[src/rtl/pipe_pkg.sv]
// Shared types and helpers for the PIPE transmit gearbox.
// Holds gearbox state enum, generation codes and beat slicing.
package pipe_pkg;

    typedef enum logic {
        ST_IDLE  = 1'b0,
        ST_SHIFT = 1'b1
    } gb_state_e;

    localparam logic [2:0] GEN1 = 3'd1;
    localparam logic [2:0] GEN2 = 3'd2;
    localparam logic [2:0] GEN3 = 3'd3;
    localparam logic [2:0] GEN4 = 3'd4;
    localparam logic [2:0] GEN5 = 3'd5;

    // Number of PIPE beats needed to carry one 32-bit word.
    function automatic logic [2:0] beats_f(input logic [5:0] width);
        logic [2:0] n;
        case (width)
            6'd8:    n = 3'd4;
            6'd16:   n = 3'd2;
            default: n = 3'd1;
        endcase
        return n;
    endfunction

    // Data lanes of beat idx, zero above the active width.
    function automatic logic [31:0] data_slice(input logic [31:0] w,
                                               input logic [5:0]  width,
                                               input logic [1:0]  idx);
        logic [7:0]  amt;
        logic [31:0] mask;
        amt  = {2'b00, width} * {6'd0, idx};
        mask = (width >= 6'd32) ? 32'hFFFF_FFFF
                                : ((32'd1 << width) - 32'd1);
        return (w >> amt) & mask;
    endfunction

    // K flags of beat idx, zero above the active byte count.
    function automatic logic [3:0] k_slice(input logic [3:0] k,
                                           input logic [5:0] width,
                                           input logic [1:0] idx);
        logic [2:0] nb;
        logic [4:0] amt;
        logic [3:0] mask;
        nb   = width[5:3];
        amt  = {2'b00, nb} * {3'b000, idx};
        mask = (nb >= 3'd4) ? 4'hF : 4'((5'd1 << nb) - 5'd1);
        return (k >> amt) & mask;
    endfunction

endpackage

[src/rtl/pipe_sync_fifo.sv]
// Small synchronous show-ahead FIFO feeding the TX gearbox.
// Push while full is legal only together with a pop.
module pipe_sync_fifo
    import pipe_pkg::*;
#(
    parameter int WIDTH = 37,
    parameter int DEPTH = 4
) (
    input  logic             clk,
    input  logic             reset_n,
    input  logic             push,
    input  logic [WIDTH-1:0] din,
    input  logic             pop,
    output logic [WIDTH-1:0] dout,
    output logic             empty,
    output logic             full
);

    localparam int AW = (DEPTH > 1) ? $clog2(DEPTH) : 1;

    logic [WIDTH-1:0] mem_q [DEPTH];
    logic [AW-1:0]    wptr_q, wptr_d;
    logic [AW-1:0]    rptr_q, rptr_d;
    logic [AW:0]      cnt_q, cnt_d;

    assign dout  = mem_q[rptr_q];
    assign empty = (cnt_q == '0);
    assign full  = (cnt_q == (AW+1)'(DEPTH));

    // Pointer and occupancy bookkeeping.
    always_comb begin
        wptr_d = wptr_q;
        rptr_d = rptr_q;
        cnt_d  = cnt_q;
        if (push) wptr_d = wptr_q + AW'(1);
        if (pop)  rptr_d = rptr_q + AW'(1);
        if (push && !pop) cnt_d = cnt_q + (AW+1)'(1);
        if (pop && !push) cnt_d = cnt_q - (AW+1)'(1);
    end

    // Pointer registers.
    always_ff @(posedge clk) begin
        if (!reset_n) begin
            wptr_q <= '0;
            rptr_q <= '0;
            cnt_q  <= '0;
        end else begin
            wptr_q <= wptr_d;
            rptr_q <= rptr_d;
            cnt_q  <= cnt_d;
        end
    end

    // Storage array, contents need no reset.
    always_ff @(posedge clk) begin
        if (push) mem_q[wptr_q] <= din;
    end

endmodule

[src/rtl/pipe_tx_gearbox.sv]
// 32-bit word to PIPE TxData gearbox, width chosen per generation.
// Define PIPE_TX_FIFO_EN to place an input FIFO ahead of it.
module pipe_tx_gearbox
    import pipe_pkg::*;
#(
    parameter int PIPE_WIDTH_GEN1 = 8,
    parameter int PIPE_WIDTH_GEN2 = 8,
    parameter int PIPE_WIDTH_GEN3 = 16,
    parameter int PIPE_WIDTH_GEN4 = 32,
    parameter int PIPE_WIDTH_GEN5 = 32,
    parameter int FIFO_DEPTH      = 4
) (
    input  logic        pclk,
    input  logic        reset_n,
    input  logic [2:0]  generation,
    input  logic [31:0] in_data,
    input  logic [3:0]  in_k,
    input  logic        in_start_block,
    input  logic        in_valid,
    output logic        in_ready,
    output logic [31:0] TxData,
    output logic [3:0]  TxDataK,
    output logic        TxDataValid,
    output logic        TxStartBlock,
    output logic        gen_error
);

    if (FIFO_DEPTH < 2 || (FIFO_DEPTH & (FIFO_DEPTH - 1)) != 0) begin : g_bad_depth
        $error("FIFO_DEPTH must be a power of 2 and at least 2");
    end

    function automatic logic [5:0] width_of(input logic [2:0] g);
        logic [5:0] w;
        case (g)
            GEN1:    w = 6'(PIPE_WIDTH_GEN1);
            GEN2:    w = 6'(PIPE_WIDTH_GEN2);
            GEN3:    w = 6'(PIPE_WIDTH_GEN3);
            GEN4:    w = 6'(PIPE_WIDTH_GEN4);
            default: w = 6'(PIPE_WIDTH_GEN5);
        endcase
        return w;
    endfunction

    gb_state_e   state_q, state_d;
    logic [1:0]  beat_q, beat_d;
    logic [31:0] word_q, word_d;
    logic [3:0]  k_q, k_d;
    logic [5:0]  wid_q, wid_d;
    logic [31:0] tx_data_q, tx_data_d;
    logic [3:0]  tx_k_q, tx_k_d;
    logic        tx_valid_q, tx_valid_d;
    logic        tx_sb_q, tx_sb_d;
    logic        gen_err_q, gen_err_d;

    logic        gen_ok;
    logic [5:0]  cur_w;
    logic        last;
    logic        take;
    logic        load;
    logic        src_valid;
    logic [31:0] src_data;
    logic [3:0]  src_k;
    logic        src_sb;
    logic        pending;

    assign gen_ok = (generation >= GEN1) && (generation <= GEN5);
    assign cur_w  = width_of(generation);
    assign last   = (state_q == ST_SHIFT) &&
                    ({1'b0, beat_q} == beats_f(wid_q) - 3'd1);
    assign take   = gen_ok && ((state_q == ST_IDLE) || last);
    assign load   = take && src_valid;

`ifdef PIPE_TX_FIFO_EN
    logic [36:0] fifo_dout;
    logic        fifo_empty;
    logic        fifo_full;
    logic        fifo_push;
    logic        fifo_pop;

    assign fifo_pop  = take && !fifo_empty;
    assign in_ready  = reset_n && gen_ok && (!fifo_full || fifo_pop);
    assign fifo_push = in_valid && in_ready;
    assign src_valid = !fifo_empty;
    assign src_data  = fifo_dout[31:0];
    assign src_k     = fifo_dout[35:32];
    assign src_sb    = fifo_dout[36];
    assign pending   = !fifo_empty;

    pipe_sync_fifo #(
        .WIDTH (37),
        .DEPTH (FIFO_DEPTH)
    ) u_fifo (
        .clk     (pclk),
        .reset_n (reset_n),
        .push    (fifo_push),
        .din     ({in_start_block, in_k, in_data}),
        .pop     (fifo_pop),
        .dout    (fifo_dout),
        .empty   (fifo_empty),
        .full    (fifo_full)
    );
`else
    assign in_ready  = reset_n && take;
    assign src_valid = in_valid;
    assign src_data  = in_data;
    assign src_k     = in_k;
    assign src_sb    = in_start_block;
    assign pending   = 1'b0;
`endif

    // Next word/beat selection and registered PIPE output values.
    always_comb begin
        state_d    = state_q;
        beat_d     = beat_q;
        word_d     = word_q;
        k_d        = k_q;
        wid_d      = wid_q;
        tx_data_d  = '0;
        tx_k_d     = '0;
        tx_valid_d = 1'b0;
        tx_sb_d    = 1'b0;
        gen_err_d  = gen_err_q || (!gen_ok && (in_valid || pending));
        if (load) begin
            state_d    = ST_SHIFT;
            beat_d     = 2'd0;
            word_d     = src_data;
            k_d        = src_k;
            wid_d      = cur_w;
            tx_data_d  = data_slice(src_data, cur_w, 2'd0);
            tx_k_d     = k_slice(src_k, cur_w, 2'd0);
            tx_valid_d = 1'b1;
            tx_sb_d    = src_sb && (generation >= GEN3);
        end else if (state_q == ST_SHIFT && !last) begin
            beat_d     = beat_q + 2'd1;
            tx_data_d  = data_slice(word_q, wid_q, beat_q + 2'd1);
            tx_k_d     = k_slice(k_q, wid_q, beat_q + 2'd1);
            tx_valid_d = 1'b1;
        end else begin
            state_d = ST_IDLE;
            beat_d  = 2'd0;
        end
    end

    // Gearbox state and output registers.
    always_ff @(posedge pclk) begin
        if (!reset_n) begin
            state_q    <= ST_IDLE;
            beat_q     <= '0;
            word_q     <= '0;
            k_q        <= '0;
            wid_q      <= '0;
            tx_data_q  <= '0;
            tx_k_q     <= '0;
            tx_valid_q <= 1'b0;
            tx_sb_q    <= 1'b0;
            gen_err_q  <= 1'b0;
        end else begin
            state_q    <= state_d;
            beat_q     <= beat_d;
            word_q     <= word_d;
            k_q        <= k_d;
            wid_q      <= wid_d;
            tx_data_q  <= tx_data_d;
            tx_k_q     <= tx_k_d;
            tx_valid_q <= tx_valid_d;
            tx_sb_q    <= tx_sb_d;
            gen_err_q  <= gen_err_d;
        end
    end

    assign TxData       = tx_data_q;
    assign TxDataK      = tx_k_q;
    assign TxDataValid  = tx_valid_q;
    assign TxStartBlock = tx_sb_q;
    assign gen_error    = gen_err_q;

endmodule

[config.mk]
export PLATFORM = sky130hd
export DESIGN_NAME = pipe_tx_gearbox
export DESIGN_NICKNAME = d
export VERILOG_FILES = /design/src/rtl/pipe_pkg.sv /design/src/rtl/pipe_sync_fifo.sv /design/src/rtl/pipe_tx_gearbox.sv
export SDC_FILE = /design/constraint.sdc
export NUM_CORES = 1
export LEC_CHECK = 0
export BUFFER_PORTS_ARGS = -buffer_cell sky130_fd_sc_hd__buf_2
export CORE_ASPECT_RATIO = 0.8
export CORE_UTILIZATION = 30
export CTS_BUF_LIST = sky130_fd_sc_hd__clkbuf_8
export CTS_CLUSTER_DIAMETER = 40
export DETAILED_ROUTE_END_ITERATION = 10
export GPL_TIMING_DRIVEN = 0
export PLACE_DENSITY = 0.55
export SKIP_CTS_REPAIR_TIMING = 1
export SLEW_MARGIN = 30
export SYNTH_ARGS = -nofsm -noshare
export SYNTH_HDL_FRONTEND = slang
export SYNTH_HIERARCHICAL = 1
export SYNTH_SLANG_ARGS = --single-unit
[constraint.sdc]
create_clock -name pclk -period 7.8 [get_ports pclk]
set_input_delay 0.39 -clock pclk [delete_from_list [all_inputs] [get_ports pclk]]
set_output_delay 0.39 -clock pclk [all_outputs]
set_load 0.02 [all_outputs]
Word-level counts from Yosys, hierarchy flattened. Index checks and enable logic that the tools add are counted.

Bits in registers: 84. Input port bits: 43. Output and inout bits: 40. Logic and storage cells: 74.

Add/subtract/negate cells: 6. Multipliers: 2. Magnitude comparators: 7. Equality and inequality tests: 7. Shifts and indexed selects: 6. Muxes and demuxes: 14. Bitwise gates (word level): 7. Reduce and logical (&&, ||, !) cells: 15.

Operators with widths (count): $mux W32 (4); $and A32 B32 Y32 (2); $shl A1 B6 Y32 const A (2); $sub A32 B1 Y32 const B (2); $shr A32 B8 Y32 (1); $mux W4 (4); $ge A6 B6 Y1 const B (2); $pmux W6 S2 (1); $and A4 B4 Y4 (2); $logic_and A1 B1 Y1 (8); $mul A6 B2 Y8 (1); $shl A1 B3 Y4 const A (2); $sub A4 B1 Y4 const B (2); $eq A3 B2 Y1 const B (2); $eq A6 B4 Y1 const B (1); $eq A6 B5 Y1 const B (1); $ge A3 B3 Y1 const B (2); $pmux W3 S2 (1); $mul A3 B2 Y5 (1); $shr A4 B5 Y4 (1); $mux W1 (4); $eq A2 B3 Y1 (1); $eq A3 B1 Y1 const B (1); $ge A3 B1 Y1 const B (1); 11 further kinds (15).

Longest topological paths before layout.
Word-level depth: 9. Depth in mapped cells: 12. Depth with buffers taken out: 10.

Worst setup path after synthesis. OpenSTA, ideal clock, no wires.

Path kind: reg-to-reg. From: reg beat_q[0]. To: reg tx_data_q[16], in the netlist TxData[16]. Setup time: 70 ps. Arrival time: 2545 ps. Required time: 7730 ps. Path slack: 5184 ps. Stages on the path, launching flop included: 13. Path buffers: 2. Clock period less this slack: 2616 ps. Path through: dfxtp_1 -> buf_6 -> xor2_2 -> and2_1 -> ha_1 -> inv_1 -> fa_1 -> a211oi_1 -> and3_1 -> o21ba_2 -> or3b_1 -> buf_2 -> o2bb2ai_1.

Word-level cells in the longest chain between the ends: 6. Elaborated cells between the ends (all ways): 13. Those cells by class: 1 x add/sub; 1 x mul; 1 x eq/ne; 1 x shift; 2 x mux; 1 x bitwise; 6 x reduce/logical.

RTL lines: start, declared (line pipe_tx_gearbox.sv:45) `logic [1:0] beat_q, beat_d;`; start signal, assigned (line pipe_tx_gearbox.sv:159) `beat_q <= beat_d;`; $add A2 B1 Y2 or $eq A2 B3 Y1 (tied branches) (line pipe_tx_gearbox.sv:135, pipe_tx_gearbox.sv:69); $mul A6 B2 Y8 or $logic_and A1 B1 Y1 (tied branches) (line pipe_pkg.sv:33, pipe_tx_gearbox.sv:68); $shr A32 B8 Y32 (tied with other cells) (line pipe_pkg.sv:36) `return (w >> amt) & mask;`; $and A32 B32 Y32 (tied with other cells) (line pipe_pkg.sv:36); $mux W32 or $logic_and A1 B1 Y1 (tied branches) (line pipe_tx_gearbox.sv:133, pipe_tx_gearbox.sv:71); $mux W32 (*) (line pipe_tx_gearbox.sv:123) `if (load) begin`; end signal, assigned (line pipe_tx_gearbox.sv:163) `tx_data_q <= tx_data_d;`; end, declared (line pipe_tx_gearbox.sv:49) `logic [31:0] tx_data_q, tx_data_d;`.

Mark *: on every way between the ends. The rest lies on a longest branch, timed or not. A chain may end at the register's enable or synchronous reset.

Worst setup path after layout.
From: reg beat_q[0]. To: reg tx_k_q[2], in the netlist TxDataK[2].

Word-level cells in the longest chain between the ends: 6. Elaborated cells between the ends (all ways): 13. Those cells by class: 1 x add/sub; 1 x mul; 1 x eq/ne; 1 x shift; 2 x mux; 1 x bitwise; 6 x reduce/logical.

RTL lines: $add A2 B1 Y2 or $eq A2 B3 Y1 (tied branches) (line pipe_tx_gearbox.sv:136, pipe_tx_gearbox.sv:69); $mul A3 B2 Y5 or $logic_and A1 B1 Y1 (tied branches) (line pipe_pkg.sv:47, pipe_tx_gearbox.sv:68); $shr A4 B5 Y4 (tied with other cells) (line pipe_pkg.sv:49) `return (k >> amt) & mask;`; $and A4 B4 Y4 (tied with other cells) (line pipe_pkg.sv:49); $mux W4 or $logic_and A1 B1 Y1 (tied branches) (line pipe_tx_gearbox.sv:133, pipe_tx_gearbox.sv:71); $mux W4 (*) (line pipe_tx_gearbox.sv:123); end signal, assigned (line pipe_tx_gearbox.sv:164) `tx_k_q <= tx_k_d;`; end, declared (line pipe_tx_gearbox.sv:50) `logic [3:0] tx_k_q, tx_k_d;`.

Marks and branches as above.

==> flow_summary_export.csv <==
group,metric,value,unit
run_status,status,"finished with violations",
run_status,violations,"design-rule violations",
worst_setup_path,crit_path_max_fanout,9,
power,seqPwrFrac,50.4,%
worst_setup_path,startpoint_type,"register",
sta,period_share,39.7,%
worst_setup_path,arrival,3.39,ns
floorplan,initial_core_util,31.1,%
sta,fin_crit,3.10,ns
clock_tree,cts_tree,"yes",
routing,detail-route-antenna-nets,0,
clock_tree,clk-insertion-delay-late,0.36,ns
synthesis,ys_ff_latch,81,
worst_setup_path,startpoint,"beat_q[0]",
floorplan,die_width,125,µm
routing,route.vias.total,3259,
routing,wirelength,10600,µm
power,p_comb_share,12.7,%
floorplan,rows,35,
sta,hold_slack,0.232,ns
routing,route.detailed.drc,16,
power,p_per_area,200,nW/µm²
clock_tree,htree_levels,3,
sta,fin_setup_tns,0,ns
clock_tree,cts_buffers,9,
synthesis,synth_edf_count,0,
routing,drt_first_pass_iters,8,
worst_hold_path,hp-start,"in_data[2]",
grt,grt_pass1_wl,16900,µm
flow_run,maxCapViolations,0,
synthesis,syn-cell-area,3620,µm²
synthesis,postSynthNetCount,442,
power,p_sw_share,28.2,%
sta,slew_viol_final,0,
grt,grt_pass1_vias,3082,
finish,num-nets-final,534,
synthesis,syn_avg_cell_area,9.21,µm²
grt,overflow,0,
floorplan,dieArea,12500,µm²
routing,drt_iter0_drc,294,
synthesis,synth_cell_types,52,
clock_tree,clk_pin_slew_worst_paths,0.09,ns
sta,slew_headroom,54.6,%
floorplan,core-area,11600,µm²
sta,finalSetupViolations,0,
worst_setup_path,r2r-start,"beat_q[0]",
placement,numPortBuffers,81,
power,p_clk_share,37.0,%
finish,area_growth,22.2,%
grt,antenna_found_initial,0,
power,worst_ir_drop_vdd,0.111,mV
floorplan,die_h,100,µm
power,p_int,0.636,mW
routing,via_per_inst,5.11,
worst_setup_path,crit_type,"reg2reg",
clock_tree,cts_root_buf,"clkbuf_8",
sta,tightest_slew,0.678,ns
worst_setup_path,worstPathRequired,8.09,ns
finish,fillers,1226,
grt,grt_max_degree,16,
synthesis,synthCells,393,
sta,grt_setup_unrepaired,"no",
sta,finalHoldViolCount,0,
synthesis,synth_ff_type,"dfxtp_1",
grt,grtUsageTotal,17.8,%
synthesis,synth.yosys.seq_area_share,44.8,%
power,p_switching,0.250,mW
finish,drive_gt1_share,28.2,%
placement,gp_congestion,0.831,
placement,hpwl,7920,µm
clock_tree,clock_path_buffers,2,
floorplan,ios,83,
sta,clock.fmax,323,MHz
synthesis,ys_async_sr_fraction,0,%
synthesis,yosysWarningCount,6,
routing,wl_per_cell,16.7,µm
finish,diodes,0,
power,leakage,1.87,nW
worst_setup_path,end_kind,"register",
clock_tree,cts.sinks,81,
worst_hold_path,hp-class,"in2reg",
sta,skew,0.00727,ns
==> flip-flops by register name, summed over array words and instances, names as in the netlist <==
signal        flops
k_q               4
TxDataK           4
gen_error         1
TxDataValid       1
beat_q            2
TxStartBlock      1
wid_q             3
TxData           32
state_q           1
word_q           32
==> layout make-up <==
class	instances	area [µm²]	area share, %
well taps	148	185	4.19
flip-flops and latches	81	1620	36.7
clock inverters	6	75.1	1.70
inverters	7	28.8	0.651
multi-input cells	271	1800	40.8
plain buffers	34	165	3.74
repair buffers	81	405	9.17
clock buffers	10	138	3.11
==> worst paths after layout <==
path / endpoint / slack [ns] / depth (start not counted)
setup / recovery: TxDataK[2] / 4.70 / 12
hold / removal: word_q[2] / 0.23 / 3
setup reg to reg: TxDataK[2] / 4.70 / 12
hold reg to reg: word_q[7] / 0.46 / 2
==> logic make-up after synthesis <==
kind of cell / count (synthesis) / share of synthesized area, %
AO/OA/AOI/OAI: 110 / 21.3
XOR/XNOR: 2 / 0.692
adder cells (fa/ha/maj): 6 / 2.28
multiplexers: 19 / 5.46
flip-flops: 81 / 44.8
buffers and inverters: 41 / 5.36
AND/OR/NAND/NOR: 134 / 20.1
==> critical path, stage by stage (launching register included) <==
cell	delay, ns
dfxtp_1	0.33
buf_6	0.14
xor2_2	0.25
and2_1	0.17
ha_1	0.16
inv_1	0.05
fa_1	0.42
a211oi_1	0.26
and3_1	0.22
o21ba_2	0.25
or3b_1	0.36
buf_2	0.21
o2bb2ai_1	0.19
==> stage by stage <==
| stage | setup WS [ns] | cell area (µm²) | util [%] | total power [mW] | cells |
|---|---|---|---|---|---|
| 2_1_floorplan | 5.18 | 3620 | - | 0.521 | 393 |
| 3_3_place_gp | 4.80 | 4210 | 36.1 | 0.565 | 622 |
| 3_5_place_dp | 4.72 | 4210 | 36.1 | 0.567 | 622 |
| 4_1_cts | 4.69 | 4420 | 38.0 | 0.894 | 638 |
| 5_1_grt | 4.46 | 4420 | 38.0 | 0.924 | 638 |
| 6_report | 4.70 | 4420 | 38.0 | 0.886 | 638 |
==> power by group through the flow <==
stage	sequential, mW	clock, mW	combinational (mW)
after floorplan	0.460	0	0.0604
after global placement	0.455	0	0.110
after detailed placement	0.456	0	0.111
after CTS	0.446	0.335	0.112
after global routing	0.449	0.352	0.124
final	0.447	0.328	0.112
==> cells in the final DEF, fill, tap and decap left out, types with 6 or more instances in the layout <==
cell type,count
clkbuf_1,11
nand3_1,41
a22o_1,22
a211oi_1,10
mux2i_1,13
mux2_2,6
o2bb2ai_1,14
clkbuf_8,10
o21ai_0,34
buf_2,99
nor2b_1,10
nand2_1,53
a21oi_1,15
dfxtp_1,81
==> cells in the mapped netlist, drive strengths merged (5+ instances only) <==
| master | count | share of area (%) |
|---|---|---|
| buf | 23 | 3.4 |
| mux2 | 6 | 1.9 |
| a22o | 22 | 5.3 |
| nor2b | 11 | 2.1 |
| a32oi | 5 | 1.2 |
| clkbuf | 11 | 1.1 |
| ha | 5 | 1.7 |
| a21oi | 15 | 2.1 |
| a211oi | 10 | 2.1 |
| o2bb2ai | 14 | 3.4 |
| dfxtp | 81 | 45 |
| mux2i | 13 | 3.6 |
| nand3 | 41 | 5.7 |
| nand2 | 53 | 5.5 |
| o21ai | 35 | 4.8 |
| inv | 7 | 0.80 |
==> layer usage <==
metal	wire length (µm)	GRT usage, %	up-vias
li1	-	-	1601
met1	5450	26.6	1502
met2	4160	24.9	143
met3	879	4.21	13
met4	136	4.94	0
met5	0	0	-
(Power assumes the default switching activity.)
